--- config.mk ---
export PLATFORM = sky130hd
export DESIGN_NAME = cpu_flat
export DESIGN_NICKNAME = d
export VERILOG_FILES = /design/src/rtl/cpu_pkg.sv /design/src/rtl/cpu_if.sv /design/src/rtl/cpu_alu.sv /design/src/rtl/cpu_reg_file.sv /design/src/rtl/cpu.sv /design/src/flat_wrapper.sv
export SDC_FILE = /design/constraint.sdc
export NUM_CORES = 1
export LEC_CHECK = 0
export BUFFER_PORTS_ARGS = -buffer_cell sky130_fd_sc_hd__buf_2
export CAP_MARGIN = 15
export CELL_PAD_IN_SITES_DETAIL_PLACEMENT = 1
export CELL_PAD_IN_SITES_GLOBAL_PLACEMENT = 2
export CORE_ASPECT_RATIO = 1.25
export CORE_MARGIN = 1.5
export CORE_UTILIZATION = 35
export DETAILED_ROUTE_END_ITERATION = 7
export HOLD_SLACK_MARGIN = 0.1
export PLACE_DENSITY = 0.76
export SYNTH_ARGS = -nofsm -noshare
export SYNTH_HDL_FRONTEND = slang
export SYNTH_HIERARCHICAL = 1
export SYNTH_SLANG_ARGS = --single-unit
export TNS_END_PERCENT = 50
--- constraint.sdc ---
create_clock -name CLK -period 6.7 [get_ports CLK]
set_clock_uncertainty 0.2 [all_clocks]
set_input_delay 0.67 -clock CLK [delete_from_list [all_inputs] [get_ports CLK]]
set_output_delay 0.67 -clock CLK [all_outputs]
set_load 0.01 [all_outputs]
--- src/rtl/cpu_pkg.sv ---
// ----------------------------------------------------------------------------
// cpu_pkg
//   Shared definitions for the single-cycle 8-bit core:
//   - instruction field bit positions
//   - opcode values
//   - ALU select codes (FWD=0, ADD=1, AND=2, OR=3)
//   - decoded control bundle
//   - helper that turns an 8-bit word offset into a 32-bit byte displacement
// ----------------------------------------------------------------------------
package cpu_pkg;

  // Instruction field positions
  localparam int unsigned OP_MSB   = 31;
  localparam int unsigned OP_LSB   = 24;
  localparam int unsigned DEST_MSB = 23;
  localparam int unsigned DEST_LSB = 16;
  localparam int unsigned RD_MSB   = 18;
  localparam int unsigned RS1_MSB  = 10;
  localparam int unsigned RS1_LSB  = 8;
  localparam int unsigned RS2_MSB  = 2;
  localparam int unsigned IMM_MSB  = 7;

  typedef enum logic [7:0] {
    OP_LOADI = 8'h00,
    OP_MOV   = 8'h01,
    OP_ADD   = 8'h02,
    OP_SUB   = 8'h03,
    OP_AND   = 8'h04,
    OP_OR    = 8'h05,
    OP_J     = 8'h06,
    OP_BEQ   = 8'h07
  } opcode_e;

  typedef enum logic [1:0] {
    ALU_FWD = 2'd0,
    ALU_ADD = 2'd1,
    ALU_AND = 2'd2,
    ALU_OR  = 2'd3
  } alu_sel_e;

  typedef struct packed {
    logic     reg_we;    // instruction writes rd
    alu_sel_e alu_sel;
    logic     use_imm;   // operand B is the immediate instead of rs2
    logic     negate_b;  // operand B is two's-complemented (sub / beq)
    logic     is_jump;
    logic     is_beq;
  } ctrl_t;

  // Sign-extend the 8-bit word offset and scale it to bytes (<< 2).
  function automatic logic [31:0] branch_offset(input logic [7:0] off);
    return {{22{off[7]}}, off, 2'b00};
  endfunction

endpackage

--- src/rtl/cpu_if.sv ---
// ----------------------------------------------------------------------------
// cpu_if
//   Instruction-fetch bus between the core and the external instruction memory.
//   PC          : byte address of the current instruction (driven by the core)
//   INSTRUCTION : instruction word at PC, returned combinationally by memory
//   master modport = core side, slave modport = memory side.
// ----------------------------------------------------------------------------
interface cpu_if;
  logic [31:0] PC;
  logic [31:0] INSTRUCTION;

  modport master (output PC, input INSTRUCTION);
  modport slave  (input PC, output INSTRUCTION);
endinterface

--- src/rtl/cpu_alu.sv ---
// ----------------------------------------------------------------------------
// alu
//   8-bit ALU. Subtraction is performed by the caller feeding the two's
//   complement of the second operand and selecting ADD.
//   Ports:
//     a_i, b_i   operands
//     sel_i      FWD (pass b), ADD, AND, OR
//     result_o   8-bit result, wraps mod 256
//     zero_o     result == 0
// ----------------------------------------------------------------------------
module alu
  import cpu_pkg::*;
(
  input  logic [7:0] a_i,
  input  logic [7:0] b_i,
  input  alu_sel_e   sel_i,
  output logic [7:0] result_o,
  output logic       zero_o
);

  // Operation select.
  always_comb begin
    result_o = 8'h00;
    case (sel_i)
      ALU_FWD: result_o = b_i;
      ALU_ADD: result_o = a_i + b_i;
      ALU_AND: result_o = a_i & b_i;
      ALU_OR:  result_o = a_i | b_i;
      default: result_o = 8'h00;
    endcase
  end

  assign zero_o = (result_o == 8'h00);

endmodule

--- src/rtl/cpu_reg_file.sv ---
// ----------------------------------------------------------------------------
// reg_file
//   8 x 8-bit register file, two asynchronous read ports, one synchronous
//   write port, asynchronous active-high clear. Storage is kept in individually
//   named registers register0..register7 so each shows up by name in a dump.
//   Ports:
//     clk_i, rst_i                 clock / async clear
//     we_i, waddr_i, wdata_i       write port (rising edge)
//     raddr1_i -> rdata1_o         read port 1
//     raddr2_i -> rdata2_o         read port 2
// ----------------------------------------------------------------------------
module reg_file (
  input  logic       clk_i,
  input  logic       rst_i,
  input  logic       we_i,
  input  logic [2:0] waddr_i,
  input  logic [7:0] wdata_i,
  input  logic [2:0] raddr1_i,
  output logic [7:0] rdata1_o,
  input  logic [2:0] raddr2_i,
  output logic [7:0] rdata2_o
);

  logic [7:0] register0, register1, register2, register3;
  logic [7:0] register4, register5, register6, register7;

  // Register storage: cleared while reset is high, one write per edge.
  always_ff @(posedge clk_i or posedge rst_i) begin
    if (rst_i) begin
      register0 <= 8'h00;
      register1 <= 8'h00;
      register2 <= 8'h00;
      register3 <= 8'h00;
      register4 <= 8'h00;
      register5 <= 8'h00;
      register6 <= 8'h00;
      register7 <= 8'h00;
    end else if (we_i) begin
      case (waddr_i)
        3'd0:    register0 <= wdata_i;
        3'd1:    register1 <= wdata_i;
        3'd2:    register2 <= wdata_i;
        3'd3:    register3 <= wdata_i;
        3'd4:    register4 <= wdata_i;
        3'd5:    register5 <= wdata_i;
        3'd6:    register6 <= wdata_i;
        3'd7:    register7 <= wdata_i;
        default: register0 <= register0;
      endcase
    end
  end

  // Read port 1 mux.
  always_comb begin
    rdata1_o = 8'h00;
    case (raddr1_i)
      3'd0:    rdata1_o = register0;
      3'd1:    rdata1_o = register1;
      3'd2:    rdata1_o = register2;
      3'd3:    rdata1_o = register3;
      3'd4:    rdata1_o = register4;
      3'd5:    rdata1_o = register5;
      3'd6:    rdata1_o = register6;
      3'd7:    rdata1_o = register7;
      default: rdata1_o = 8'h00;
    endcase
  end

  // Read port 2 mux.
  always_comb begin
    rdata2_o = 8'h00;
    case (raddr2_i)
      3'd0:    rdata2_o = register0;
      3'd1:    rdata2_o = register1;
      3'd2:    rdata2_o = register2;
      3'd3:    rdata2_o = register3;
      3'd4:    rdata2_o = register4;
      3'd5:    rdata2_o = register5;
      3'd6:    rdata2_o = register6;
      3'd7:    rdata2_o = register7;
      default: rdata2_o = 8'h00;
    endcase
  end

endmodule

--- src/rtl/cpu.sv ---
// ----------------------------------------------------------------------------
// cpu
//   Single-cycle 8-bit core. Fetches a 32-bit instruction at PC from external
//   memory, decodes it, executes on an 8x8 register file and 8-bit ALU, and
//   commits the result and next PC on the rising clock edge.
//   Ports:
//     CLK    system clock
//     RESET  asynchronous active-high reset (PC and registers cleared at once)
//     imem   fetch bus (master): PC out, INSTRUCTION in
// ----------------------------------------------------------------------------
module cpu
  import cpu_pkg::*;
(
  input  logic  CLK,
  input  logic  RESET,
  cpu_if.master imem
);

  logic [31:0] instr_s;
  logic [7:0]  op_s;
  logic [2:0]  rd_s, rs1_s, rs2_s;
  logic [7:0]  imm_s, offset_s;
  logic        unused_src1_hi_s;

  logic [31:0] pc_q, pc_d;
  logic [31:0] pc_plus4_s, branch_target_s;

  ctrl_t       ctrl_s;
  logic [7:0]  rs1_val_s, rs2_val_s;
  logic [7:0]  b_raw_s, alu_b_s, alu_result_s;
  logic        alu_zero_s;

  assign instr_s  = imem.INSTRUCTION;
  assign op_s     = instr_s[OP_MSB:OP_LSB];
  assign rd_s     = instr_s[RD_MSB:DEST_LSB];
  assign rs1_s    = instr_s[RS1_MSB:RS1_LSB];
  assign rs2_s    = instr_s[RS2_MSB:0];
  assign imm_s    = instr_s[IMM_MSB:0];
  assign offset_s = instr_s[DEST_MSB:DEST_LSB];

  // Only the low three bits of SRC1 name a register.
  assign unused_src1_hi_s = ^instr_s[15:11];

  // Decode: undefined opcodes fall to the default and behave as no-ops.
  always_comb begin
    ctrl_s = '{reg_we: 1'b0, alu_sel: ALU_FWD, use_imm: 1'b0,
               negate_b: 1'b0, is_jump: 1'b0, is_beq: 1'b0};
    case (op_s)
      OP_LOADI: begin
        ctrl_s.reg_we  = 1'b1;
        ctrl_s.use_imm = 1'b1;
      end
      OP_MOV:  ctrl_s.reg_we = 1'b1;
      OP_ADD: begin
        ctrl_s.reg_we  = 1'b1;
        ctrl_s.alu_sel = ALU_ADD;
      end
      OP_SUB: begin
        ctrl_s.reg_we   = 1'b1;
        ctrl_s.alu_sel  = ALU_ADD;
        ctrl_s.negate_b = 1'b1;
      end
      OP_AND: begin
        ctrl_s.reg_we  = 1'b1;
        ctrl_s.alu_sel = ALU_AND;
      end
      OP_OR: begin
        ctrl_s.reg_we  = 1'b1;
        ctrl_s.alu_sel = ALU_OR;
      end
      OP_J:    ctrl_s.is_jump = 1'b1;
      OP_BEQ: begin
        // Equality test is rs1 - rs2 == 0 through the ALU zero flag.
        ctrl_s.is_beq   = 1'b1;
        ctrl_s.alu_sel  = ALU_ADD;
        ctrl_s.negate_b = 1'b1;
      end
      default: ctrl_s.reg_we = 1'b0;
    endcase
  end

  reg_file REGFILE (
    .clk_i    (CLK),
    .rst_i    (RESET),
    .we_i     (ctrl_s.reg_we),
    .waddr_i  (rd_s),
    .wdata_i  (alu_result_s),
    .raddr1_i (rs1_s),
    .rdata1_o (rs1_val_s),
    .raddr2_i (rs2_s),
    .rdata2_o (rs2_val_s)
  );

  assign b_raw_s = ctrl_s.use_imm  ? imm_s : rs2_val_s;
  assign alu_b_s = ctrl_s.negate_b ? (~b_raw_s + 8'd1) : b_raw_s;

  alu u_alu (
    .a_i      (rs1_val_s),
    .b_i      (alu_b_s),
    .sel_i    (ctrl_s.alu_sel),
    .result_o (alu_result_s),
    .zero_o   (alu_zero_s)
  );

  assign pc_plus4_s      = pc_q + 32'd4;
  assign branch_target_s = pc_plus4_s + branch_offset(offset_s);

  // Next-PC select: jump, taken branch, or sequential.
  always_comb begin
    pc_d = pc_plus4_s;
    if (ctrl_s.is_jump || (ctrl_s.is_beq && alu_zero_s)) begin
      pc_d = branch_target_s;
    end else begin
      pc_d = pc_plus4_s;
    end
  end

  // Program counter register.
  always_ff @(posedge CLK or posedge RESET) begin
    if (RESET) begin
      pc_q <= 32'd0;
    end else begin
      pc_q <= pc_d;
    end
  end

  assign imem.PC = pc_q;

endmodule

--- src/flat_wrapper.sv ---
// flat-port wrapper written by rule: the top's interface ports become plain ports
module cpu_flat import cpu_pkg::*;
  (CLK, RESET, imem_PC, imem_INSTRUCTION);
  cpu_if imem_i ();
  input  logic CLK;
  input  logic RESET;
  output wire logic [$bits(imem_i.PC)-1:0] imem_PC;
  input wire logic [$bits(imem_i.INSTRUCTION)-1:0] imem_INSTRUCTION;
  assign imem_PC = imem_i.PC;
  assign imem_i.INSTRUCTION = imem_INSTRUCTION;
  cpu u_core (.CLK(CLK), .RESET(RESET), .imem(imem_i));
endmodule
==> out/metrics.csv <==
metric,value,unit
viasPerCell,5.66,
finalCoreUtilization,0.398,
clk_pin_slew_worst_paths,0.07,ns
fmax,0.163,GHz
grt_max_degree,65,
clock-sinks,94,
cpMaxStageDelayCell,or4_1,
syn-cell-area,7910,um2
reg2reg_from,u_core/REGFILE/register5[2],
setup_tns,0,ns
synth_ff_type,dfrtp_1,
power_density,240,nW/um2
grt_pass1_vias,7078,
critPathRequiredTime,6.74,ns
placedCellCount,1166,
cts_resized,0,
post_cts_buffers,0,
most-common-layout-cells,"dfrtp_1 (94), nor2_1 (75), mux2_2 (64)",
die-area,23500,um2
tightest_slew,0.983,ns
drt-initial-drc-count,258,
hold_viol_final,0,
crit_type,primary input to register,
period_needed,6.15,ns
start_util,0.356,
ff_latch_area,2350,um2
multiInputGateArea,5230,um2
die_w,137,um
clkPwrFrac,0.275,
place_congestion,0.808,
p_seq_frac,0.332,
holdCritPathClass,primary input to asynchronous set/reset pin,
cts_tree,built,
fin_crit_sh,0.917,
outcome,"finished, final reports clean",
reg2reg_depth,20,
nNetsFinal,984,
synthToLayoutAreaGrowth,11.8,%
portBuffers,58,
syn_inst,846,
holdBufCountCts,0,
fin_cells,1182,
drc_errors,0,
fp.dieH,171,um
ys_seq_area_frac,0.297,
hpwl,18.3,mm
numCtsBuffers,9,
overflow,0,
async_flop_share,1.00,
dpl_cell_area,8520,um2
largest_reg_flops,30,
synth_edf_count,0,
startpoint,imem_INSTRUCTION[1],
swShare,0.384,
cp.arrival,6.18,ns
r2r_end,u_core/imem.PC[30],
critPathMaxStageDelay,0.55,ns
combPwrFrac,0.393,
clkLatencyLatePin,0.35,ns
htree_levels,3,
finalSetupViolCount,0,
r2r_slack,1.06,ns
rsz0062_at_grt,no,
critical_path.max_fanout,15,
rows,61,
coreArea,22200,um2
max_cap_viol_count,0,
grt_pass1_wl,38.8,mm
grt_usage,0.216,
drt-pass1-iter-count,4,
clock_tree.buffer_depth,2,
p_int,1310,uW
antenna_cells,0,
routedWlPerCell,20.3,um
postLayoutCellArea,8850,um2
drv_slew,0,
ys_types,76,
antenna_found_initial,0,
p_leak,0.00410,uW
slew_headroom,0.341,
power.switching,814,uW
ys_ff_latch,94,
peakVddDrop,0.000119,V
start_kind,primary input,
io_pins,66,
drive_above_1_share,0.210,
totalWireLength,24.0,mm
n_fill_cell,2598,
vias,6687,
yosys_warnings,6,
ant_nets,0,
crit_chain,"buf_2, buf_4, mux2i_1, o22ai_1, o22a_1, o31ai_1, a21oi_1, xnor2_1, inv_1, ha_1, a21o_1, a221oi_2, xnor2_1, mux4_2, or4_1, a211oi_2, o211ai_1, or2_2, or4_1, o22ai_1, nor2_1",
avgSynthCellArea,9.35,um2
final_common_cell,dfrtp_1,
cts_root_buf,clkbuf_16,
cp-end-kind,register,
power groups by stage:
stage | Clock (uW) | Sequential (uW) | Combinational, uW
global placement | 0 | 714 | 822
global route | 617 | 714 | 933
CTS | 599 | 704 | 839
finish | 583 | 703 | 833
floorplan | 0 | 715 | 588
detailed placement | 0 | 714 | 834
cell usage after synthesis, drive strengths merged (15+ instances only):
cell type  count  area share
a211oi        15       0.015
a21oi         61       0.040
nand2         48       0.023
mux2          65       0.092
nand3         23       0.015
nor2          76       0.036
mux2i         44       0.056
ha            54       0.085
buf           24       0.017
dfrtp         94        0.30
xnor2         40       0.044
clkbuf        15      0.0071
xor2          24       0.027
o21ai         23       0.015
inv           43       0.020
nand4         16       0.013
nor3          15       0.012
worst max path at each step:
stage	to	slack, ns	cells after the start
2_1_floorplan	u_core/imem.PC[11]	0.78	22
3_3_place_gp	u_core/imem.PC[30]	0.25	21
3_5_place_dp	u_core/imem.PC[30]	0.16	21
4_1_cts	u_core/imem.PC[30]	0.52	21
5_1_grt	u_core/imem.PC[30]	0.18	22
6_report	u_core/imem.PC[30]	0.55	21
metrics by stage:
step / hold WS (ns) / total power, uW / setup slack (ns)
after floorplan: 0.281 / 1300 / 0.777
after global placement: 0.307 / 1540 / 0.247
after detailed placement: 0.312 / 1550 / 0.162
after CTS: 0.249 / 2140 / 0.520
after global routing: 0.272 / 2260 / 0.182
final: 0.227 / 2120 / 0.553
kinds of logic after synthesis:
| kind of cell | after synthesis | share of synthesized area |
|---|---|---|
| XOR/XNOR | 64 | 0.0708 |
| other | 1 | 0.000474 |
| AO/OA/AOI/OAI | 194 | 0.170 |
| flip-flops | 94 | 0.297 |
| buffers and inverters | 82 | 0.0441 |
| AND/OR/NAND/NOR | 237 | 0.153 |
| adder cells (fa/ha/maj) | 56 | 0.0904 |
| multiplexers | 118 | 0.174 |
critical path: cells and delay by family:
kind	cells	cell delay [ns]
adders and majority gates	1	0.36
xor gates and xnor gates	2	0.36
AOI/OAI and AO/OA	9	1.80
and+or+nand+nor	4	1.49
buffers and inverters	3	0.79
muxes	2	0.71
per-layer routing:
| layer | up-vias | global-route usage | share of wire | routed length, um |
|---|---|---|---|---|
| met5 | - | 0 | 0 | 0 |
| met3 | 34 | 0.0193 | 0.017 | 419 |
| li1 | 3196 | - | - | - |
| met4 | 0 | 0.0654 | 0.021 | 507 |
| met2 | 81 | 0.407 | 0.54 | 13000 |
| met1 | 3376 | 0.254 | 0.42 | 10100 |
layout make-up:
class                   count  share of cell area
clock buffers              10              0.0270
clock inverters             6              0.0102
inverters                  43              0.0182
multi-input cells         671               0.591
flip-flops and latches     94               0.266
well taps                 283              0.0400
repair buffers             75              0.0472
No activity file was read; power rests on OpenSTA's default activity.
